## src/rtl/mac_accum.sv

```systemverilog
// mac_accum: accumulates LEN unsigned 16-bit products into a saturating sum,
// then holds the result under a valid/ready handshake until it is consumed.
module mac_accum #(
    parameter int LEN   = 8,
    parameter int ACC_W = 24
) (
    input  logic             clk,
    input  logic             rst_n,
    input  logic             clear,
    input  logic             in_valid,
    output logic             in_ready,
    input  logic [15:0]      prod,
    output logic             out_valid,
    input  logic             out_ready,
    output logic [ACC_W-1:0] acc,
    output logic             ovf,
    output logic [7:0]       cnt
);
    typedef enum logic {ACC, HOLD} state_t;
    localparam logic [7:0] LEN_C = 8'(LEN);
    state_t           r_state, w_state_nxt;
    logic [ACC_W-1:0] r_acc, w_acc_nxt;
    logic             r_ovf, w_ovf_nxt;
    logic [7:0]       r_cnt, w_cnt_nxt, w_cnt_inc;
    logic [ACC_W:0]   w_sum;
    logic             w_xfer;
    assign in_ready  = (r_state == ACC) && !clear;
    assign w_xfer    = in_valid && in_ready;
    assign w_sum     = {1'b0, r_acc} + (ACC_W+1)'(prod);
    assign w_cnt_inc = r_cnt + 8'd1;
    assign out_valid = (r_state == HOLD);
    assign acc       = r_acc;
    assign ovf       = r_ovf;
    assign cnt       = r_cnt;
    // Clear and result consumption share one path; a transfer can only occur without clear.
    always_comb begin
        w_state_nxt = r_state;
        w_acc_nxt   = r_acc;
        w_ovf_nxt   = r_ovf;
        w_cnt_nxt   = r_cnt;
        if (clear || (r_state == HOLD && out_ready)) begin
            w_state_nxt = ACC;
            w_acc_nxt   = '0;
            w_ovf_nxt   = 1'b0;
            w_cnt_nxt   = '0;
        end else if (w_xfer) begin
            w_acc_nxt   = w_sum[ACC_W] ? '1 : w_sum[ACC_W-1:0];
            w_ovf_nxt   = r_ovf | w_sum[ACC_W];
            w_cnt_nxt   = w_cnt_inc;
            w_state_nxt = (w_cnt_inc == LEN_C) ? HOLD : ACC;
        end
    end
    always_ff @(posedge clk or negedge rst_n) begin
        if (!rst_n) begin
            r_state <= ACC;
        end else begin
            r_state <= w_state_nxt;
        end
    end
    always_ff @(posedge clk or negedge rst_n) begin
        if (!rst_n) begin
            r_acc <= '0;
            r_ovf <= 1'b0;
            r_cnt <= '0;
        end else begin
            r_acc <= w_acc_nxt;
            r_ovf <= w_ovf_nxt;
            r_cnt <= w_cnt_nxt;
        end
    end
endmodule
```

## config.mk

```make
export PLATFORM = sky130hd
export DESIGN_NAME = mac_accum
export DESIGN_NICKNAME = d
export VERILOG_FILES = /design/src/rtl/mac_accum.sv
export SDC_FILE = /design/constraint.sdc
export NUM_CORES = 1
export LEC_CHECK = 0
export CORE_ASPECT_RATIO = 1.1
export CORE_MARGIN = 2
export CORE_UTILIZATION = 40
export CTS_BUF_LIST = sky130_fd_sc_hd__clkbuf_8
export CTS_CLUSTER_DIAMETER = 50
export DETAILED_ROUTE_END_ITERATION = 10
export DONT_BUFFER_PORTS = 1
export GPL_ROUTABILITY_DRIVEN = 0
export PLACE_DENSITY_LB_ADDON = 0.15
export SETUP_SLACK_MARGIN = 0.1
export SYNTH_ARGS = -nofsm -noshare
export SYNTH_HDL_FRONTEND = slang
export SYNTH_SLANG_ARGS = --single-unit
```

## constraint.sdc

```tcl
create_clock -name clk -period 8.1 [get_ports clk]
set_input_delay 0.405 -clock clk [delete_from_list [all_inputs] [get_ports clk]]
set_output_delay 0.405 -clock clk [all_outputs]
set_load 0.02 [all_outputs]
```

======== After elaboration in Yosys (flattened, before gate mapping) ========
Cells that the tools add are included.
storage, ports and cells
  bits in registers ....................... 34
  latch bits .............................. 0
  memory bits (writable) .................. 0
  ROM bits ................................ 0
  input bits .............................. 21
  output and inout port bits .............. 35
  word-level logic and storage cells ...... 25
  memories ................................ 0
operators by class
  add/sub/neg operators ................... 2
  multiply operators ...................... 0
  divide/modulo/power cells ............... 0
  $lt $le $gt $ge ......................... 0
  eq/ne operators ......................... 1
  shift-type cells ........................ 0
  multiplexer cells ....................... 10
  bitwise operators ....................... 2
  reduce and logical (&&, ||, !) cells .... 6
operators with widths
  kind                                            count
  two-way mux 24 bit                              3
  adder 24 x 16 -> 25 bit                         1
  two-way mux 8 bit                               2
  adder 8 x 1 -> 8 bit (second input constant)    1
  == test 8 x 4 -> 1 bit (second input constant)  1
  two-way mux 1 bit                               5
  logical AND 1 bit                               3
  nonzero test 2 bit                              1
  zero test 1 bit                                 1
  logical OR 1 bit                                1
  NOT 1 bit                                       1
  OR 1 bit                                        1

======== Depth between registers and ports, before layout ========
Gate-level depths: netlist of run 1.
  depth after elaboration ................. 5
  mapped depth ............................ 11
  depth with buffers taken out ............ 10

======== Worst setup path before layout of run 1 ========
OpenSTA, ideal clock, no wires.
  path type ............................... register -> register
  start point ............................. register r_acc[0] (netlist: acc[0])
  end point ............................... register r_acc[14] (netlist: acc[14])
  library setup time ...................... 0.126 ns
  arrival ................................. 2.528 ns
  path slack .............................. 5.446 ns
  stages on the path, launching flop included .. 11
  path buffers ............................ 0
  cell sequence ........................... dfrtp_1 > ha_1 > fa_1 > a211oi_1 > nor2_2 > o22ai_2 > o21bai_1 > or2_1 > a21boi_1 > o211ai_1 > a221o_1
on the way
  longest elaborated chain between the ends .. 4
ends and longest elaborated chain
  element                  RTL line  text
  start, declared          22        logic [ACC_W-1:0] r_acc, w_acc_nxt;
  start signal, assigned   66        r_acc <= w_acc_nxt;
  adder 24 x 16 -> 25 bit  29        assign w_sum = {1'b0, r_acc} + (ACC_W+1)'(prod);
  two-way mux 24 bit       47        w_acc_nxt = w_sum[ACC_W] ? '1 : w_sum[ACC_W-1:0];
  two-way mux 24 bit       46        end else if (w_xfer) begin
  two-way mux 24 bit       41        if (clear || (r_state == HOLD && out_ready)) begin
No other way between the ends. The select of a mux whose other input is x is not followed.
A chain may end at the register's enable or synchronous reset.

======== Final worst setup path of run 1 ========
Same ends and word-level chain as after synthesis.

==> results of run 1 <==
-- layer usage --
layer	global-route usage [%]	part of all wire (%)	up-vias
met1	23.7	45	1022
met2	32.3	49	49
met5	0	0	-
met3	4.53	4.9	6
li1	-	-	1055
met4	6.38	1.1	0
-- power breakdown --
| part | internal [W] | total, W | switching, W |
|---|---|---|---|
| Clock | 0.0000684 | 0.000136 | 0.0000674 |
| Combinational | 0.0000639 | 0.000147 | 0.0000830 |
| Sequential | 0.000182 | 0.000212 | 0.0000302 |
-- layout make-up --
type / count / area, sq um / share of cell area (%)
repair buffers: 4 / 45.0 / 1.71
flip-flops and latches: 34 / 851 / 32.3
clock buffers: 6 / 82.6 / 3.14
clock inverters: 2 / 12.5 / 0.475
well taps: 77 / 96.3 / 3.66
multi-input cells: 226 / 1530 / 58.1
inverters: 4 / 15.0 / 0.570
-- per-stage QoR --
step           cells  instance area, sq um  worst slack, ns  total power (W)
3_5_place_dp     343                  2510             5.26         0.000359
2_1_floorplan    278                  2450             5.45         0.000330
6_report         353                  2630             5.25         0.000495
4_1_cts          353                  2630             5.24         0.000504
3_3_place_gp     343                  2510             5.32         0.000357
5_1_grt          353                  2630             5.07         0.000530
-- final timing paths --
kind                                  end  slack, ns  cells after the start
worst max-delay path              acc[14]       5.25                     10
worst min-delay path            out_valid       0.21                      1
worst max register to register    acc[14]       5.25                     10
worst min register to register     cnt[4]       0.68                      1
max in group asynchronous         acc[18]       7.35                      2
min in group asynchronous         acc[14]       0.55                      2
-- state kept, by name, indices dropped and copies added (netlist names) --
name       count
acc           24
ovf            1
cnt            8
out_valid      1
-- kinds of logic after synthesis --
group	count (synthesis)
DFF	34
adders and majority gates	19
and+or+nand+nor	84
AOI/OAI and AO/OA	110
xor gates and xnor gates	11
muxes	2
buffers and inverters	18
-- worst reg2reg max path: cells and delay by family (launching register included) --
family | cells | cell delay, ns
compound gates | 6 | 1.29
fa+ha+maj | 2 | 0.67
flops | 1 | 0.47
simple gates | 2 | 0.31
-- placed cells by master, fill, tap and decap left out, drive strengths merged, types with 3 or more instances in the layout --
master / count
a21oi: 26
o21ai: 28
ha: 18
nand3: 10
inv: 4
a211oi: 3
clkbuf: 6
xnor2: 5
xor2: 6
o21a: 4
nand4: 7
nor2: 24
a31oi: 6
a21o: 7
nor3: 4
o211ai: 5
and2: 3
or3: 3
a221o: 9
buf: 3
nand2: 22
dfrtp: 34
==> run summary, run 1 <==
clock sink count: 34
fin nets: 315
Worst-Margin Slew: 0.977 ns
Final Critical Period: 2.85 ns
area grow syn2layout: 7.62%
Final period util: 35.2%
RSZ-0062 raised after global routing: false
core area: 0.00584 sq mm
synthesized area: 0.00245 sq mm
largest net degree at the start of global routing: 35
Hold Crit Class: input pin to flop
CTS tree: done
Compound-Gate Fraction of Synth Area: 30.5%
CP max-delay cell: dfrtp_1
WL/cell: 17.4 um
Worst Setup End Kind: flop
Synth Area in XOR/XNOR: 3.94%
Clock Skews: 0.00695 ns
# hold bufs at CTS: 2
buffers and inverters on the worst path: 0
Synthesis Warnings: 0
residual DRC count: 0
# rows: 29
Cell variety after synth: 56
CP Launch Point: acc[0]
Pins Over Slew Limit: 0
number of routed nets with antenna violations: 0
post-layout util: 45.1%
Post-Synth Adder-Cell Area: 10.0%
run status: finished, final reports clean
grt total ovfl: 0
CTS buffer count: 5
Max transition margin: 34.9%
arrival time worst endpoint: 3.03 ns
vias in the first global route: 2098
number of flops mapped to enable cells by yosys: 0
Setup CP Type: flop to flop
initial antenna violation count: 0
Yosys top cell area share: 34.8%
die width: 78.6 um
endpoints failing setup: 0
Largest stage delay, worst path: 0.47 ns
port buffer count: 0
Seq/Total Area, Yosys: 34.8%
post-CTS sizing: 0
Leakage: 1.18 nW
Global Route Usage Sum: 19.0%
Worst R2R Start: acc[0]
largest area contributor in the netlist: dfrtp_1
layout cells sized above 1: 6.88%
critical-path cell list: ha_1, fa_1, a211oi_1, nor2_2, o22ai_2, o21bai_1, or2_1, a21boi_1, o211ai_1, a221o_1
Reg clk slew, reported paths: 0.08 ns
die height: 86.0 um
async set or reset register ratio after synthesis: 100%
global-route wire length before repair: 10200 um
fillers: 598
Area contributors post-synth: dfrtp_1 (35%), ha_1 (9.2%), a21oi_1 (5.1%), a221o_1 (3.7%), nor2_1 (3.5%)
Starting Density: 41.9%
Ant. Diodes: 0
via density per instance: 6.04
worst hold start: clear
total length of routed wires: 6140 um
Post-Synthesis Net Count: 318
htree depth: 2
most frequent cell after synthesis: dfrtp_1
CTS Root Buffer Type: clkbuf_8
DR pass1 iterations: 4
Largest delay share family, worst path: compound AO/OA/AOI/OAI gates
Power Density: 188 mW/mm^2
post-synthesis simple-gate area fraction: 17.1%
Clk Latency, worst-skew pair: 0.29 ns
DP Wirelength: 4320 um
die area: 0.00676 sq mm
Req. time, crit path: 8.28 ns
Final Hold Viols: 0
startpoint types: flop
initial DRC count: 69
Vias: 2132
worst-path fanout max: 3
postcts setup bufs: 0
Worst VDD drop: 77.6 uV
Post-synth top cells: dfrtp_1 (34), a21oi_1 (25), nor2_1 (23)
Mapped Cells: 278
Max-cap violations: 0
setup TNS: 0 ns
FF+latch count, synth: 34
boundary pin count: 56
predominant post-synthesis flop cell: dfrtp_1
mux cell area share after synthesis: 0.818%
largest family of logic cells by synthesized area: compound AO/OA/AOI/OAI gates
Min Hold Slack: 0.205 ns
fmax: 0.351 GHz
Mean Syn Cell Area: 8.80 sq um
clk buf depth: 2
(Power assumes the default switching activity.)
==> run 2: changes to the inputs <==
clock period = 2.3 ns   (was 8.1 ns; I/O delays follow)
==> run summary, run 2 (synthesized netlist as in run 1, its figures left out) <==
run status: finished with violations
violated checks: setup timing
gr busiest metal: met2
WL/cell: 16.6 um (-4.3%)
Reg clk slew, reported paths: 0.08 ns (about the same)
Switching Fraction: 35.0% (-1.5 points)
startpoint types: flop
Ant. Diodes: 0 (unchanged)
Starting Density: 41.9% (unchanged)
Hold Crit Depth: 3 (+2)
Max-cap violations: 0 (unchanged)
port buffer count: 0 (unchanged)
clk buf depth: 2 (unchanged)
internal power: 0.00130 W (+310%)
area grow syn2layout: 34.1%
initial DRC count: 127 (+84%)
Clock Skews: 0.0101 ns (+0.00310 ns)
global-route wire length before repair: 11900 um (+16%)
CTS tree: done
Worst VDD drop: 277 uV (+260%)
met2 usage: 36.3% (+4.0 points)
CP max-delay cell: dfrtp_2
most frequent cells in the layout: buf_4 (60), dfrtp_1 (32), nor2_1 (23), nand2_1 (22), a21oi_1 (18)
core area: 0.00584 sq mm (unchanged)
vias in the first global route: 2421 (+15%)
total length of routed wires: 6880 um (+12%)
Worst Setup End Kind: flop
critical-path cell list: ha_4, fa_2, a211oi_2, nor2_2, o22ai_2, o21bai_1, or2_1, a21boi_2, o211ai_1, a221o_1
via density per instance: 5.71 (-5.4%)
clock sink count: 34 (unchanged)
CTS Root Buffer Type: clkbuf_8
Largest register FFs: 24 (unchanged)
met1 GRT Util: 28.4% (+4.7 points)
Power Density: 608 mW/mm^2 (+220%)
GRT met3 Usage: 5.89% (+1.4 points)
largest net degree at the start of global routing: 35 (unchanged)
setup ws final: -0.106 ns (-5.36 ns)
arrival time worst endpoint: 2.59 ns (-0.44 ns)
die area: 0.00676 sq mm (unchanged)
worst-path fanout max: 3 (unchanged)
layout cells sized above 1: 30.7% (+24 points)
CTS buffer count: 5 (unchanged)
Min Hold Slack: 0.0902 ns (-0.115 ns)
die width: 78.6 um (unchanged)
reg2reg path depth: 10 (unchanged)
Sw Pwr: 0.000698 W (+290%)
Largest stage delay, worst path: 0.42 ns (-0.05 ns)
grt total ovfl: 0 (unchanged)
die height: 86.0 um (unchanged)
Leakage: 1.46 nW (+24%)
part of the power in combinational logic: 42.0% (+12 points)
Req. time, crit path: 2.48 ns (-5.80 ns)
Final Hold Viols: 0 (unchanged)
Clk Latency, worst-skew pair: 0.29 ns (about the same)
fin nets: 375 (+19%)
Final period util: 105% (+69 points)
Max transition margin: 44.1% (+9.2 points)
commonest non-fill, non-tap cell in the layout: buf_4
boundary pin count: 56 (unchanged)
post-layout util: 56.1% (+11 points)
Final Critical Period: 2.41 ns (-0.443 ns)
# rows: 29 (unchanged)
sequential power share: 34.4% (-8.5 points)
fmax: 0.416 GHz (+18%)
endpoints failing setup: 13 (+13)
Global Route Usage Sum: 22.1% (+3.0 points)
clock share of power: 23.6% (-3.8 points)
DP Wirelength: 4900 um (+14%)
RSZ-0062 raised after global routing: true
DR pass1 iterations: 4 (unchanged)
initial antenna violation count: 0 (unchanged)
Worst-Margin Slew: 0.835 ns (-0.141 ns)
Setup CP Type: flop to flop
Pins Over Slew Limit: 0 (unchanged)
Hold Crit Class: input pin to flop
residual DRC count: 0 (unchanged)
htree depth: 2 (unchanged)
number of routed nets with antenna violations: 0 (unchanged)
Vias: 2360 (+11%)
## run 2: worst max-delay path: cells and delay by family, from the launching register on
family / cells / cell delay [ns]
adders and majority gates: 2 / 0.50
AOI/OAI and AO/OA: 6 / 1.07
and+or+nand+nor: 2 / 0.31
DFF: 1 / 0.42
## run 2: power groups by stage
stage	Combinational, W	Clock [W]	Sequential [W]
floorplan	0.000448	0	0.000754
global placement	0.000759	0	0.000692
detailed placement	0.000768	0	0.000695
CTS	0.000813	0.000490	0.000685
global route	0.000927	0.000511	0.000693
finish	0.000837	0.000470	0.000687
## run 2: path summary, 6_finish.rpt
check | end | slack, ns | start
setup / recovery | acc[14] | -0.11 | acc[0]
min in group asynchronous | acc[11] | 0.27 | rst_n
hold reg to reg | acc[1] | 0.62 | acc[1]
max in group asynchronous | acc[0] | 1.82 | rst_n
hold / removal | cnt[0] | 0.09 | clear
setup reg to reg | acc[14] | -0.11 | acc[0]
## run 2: per-layer routing
| metal | share of wire [%] | vias up | routed length (um) |
|---|---|---|---|
| li1 | - | 1166 | - |
| met4 | 0.68 | 0 | 47 |
| met3 | 6.0 | 4 | 411 |
| met1 | 45 | 1123 | 3120 |
| met2 | 48 | 67 | 3300 |
| met5 | 0 | - | 0 |
## run 2: metrics by stage
stage / power, W / instance area [sq um] / TNS [ns] / instances / setup WS [ns]
5_1_grt: 0.00213 / 3280 / -3.46 / 413 / -0.234
3_3_place_gp: 0.00145 / 3000 / -0.882 / 393 / -0.192
6_report: 0.00199 / 3280 / -0.421 / 413 / -0.106
2_1_floorplan: 0.00120 / 2560 / -0.257 / 278 / -0.106
4_1_cts: 0.00199 / 3220 / -0.587 / 411 / -0.110
3_5_place_dp: 0.00146 / 3000 / -2.21 / 393 / -0.187
## run 2: cell type report
class	count	area [sq um]
fillers	527	2560
repair buffers	64	500
flip-flops and latches	34	853
clock inverters	2	8.76
well taps	77	96.3
multi-input cells	226	1720
inverters	4	15.0
clock buffers	6	82.6
## run 2: what timing repair did
item	CTS	global route
resized for setup	6	7
gates cloned	0	0
endpoints found under the setup margin	25	25
hold buffers	4	0
pin swaps	5	1
setup buffers	6	2
hold endpoints to repair	35	0
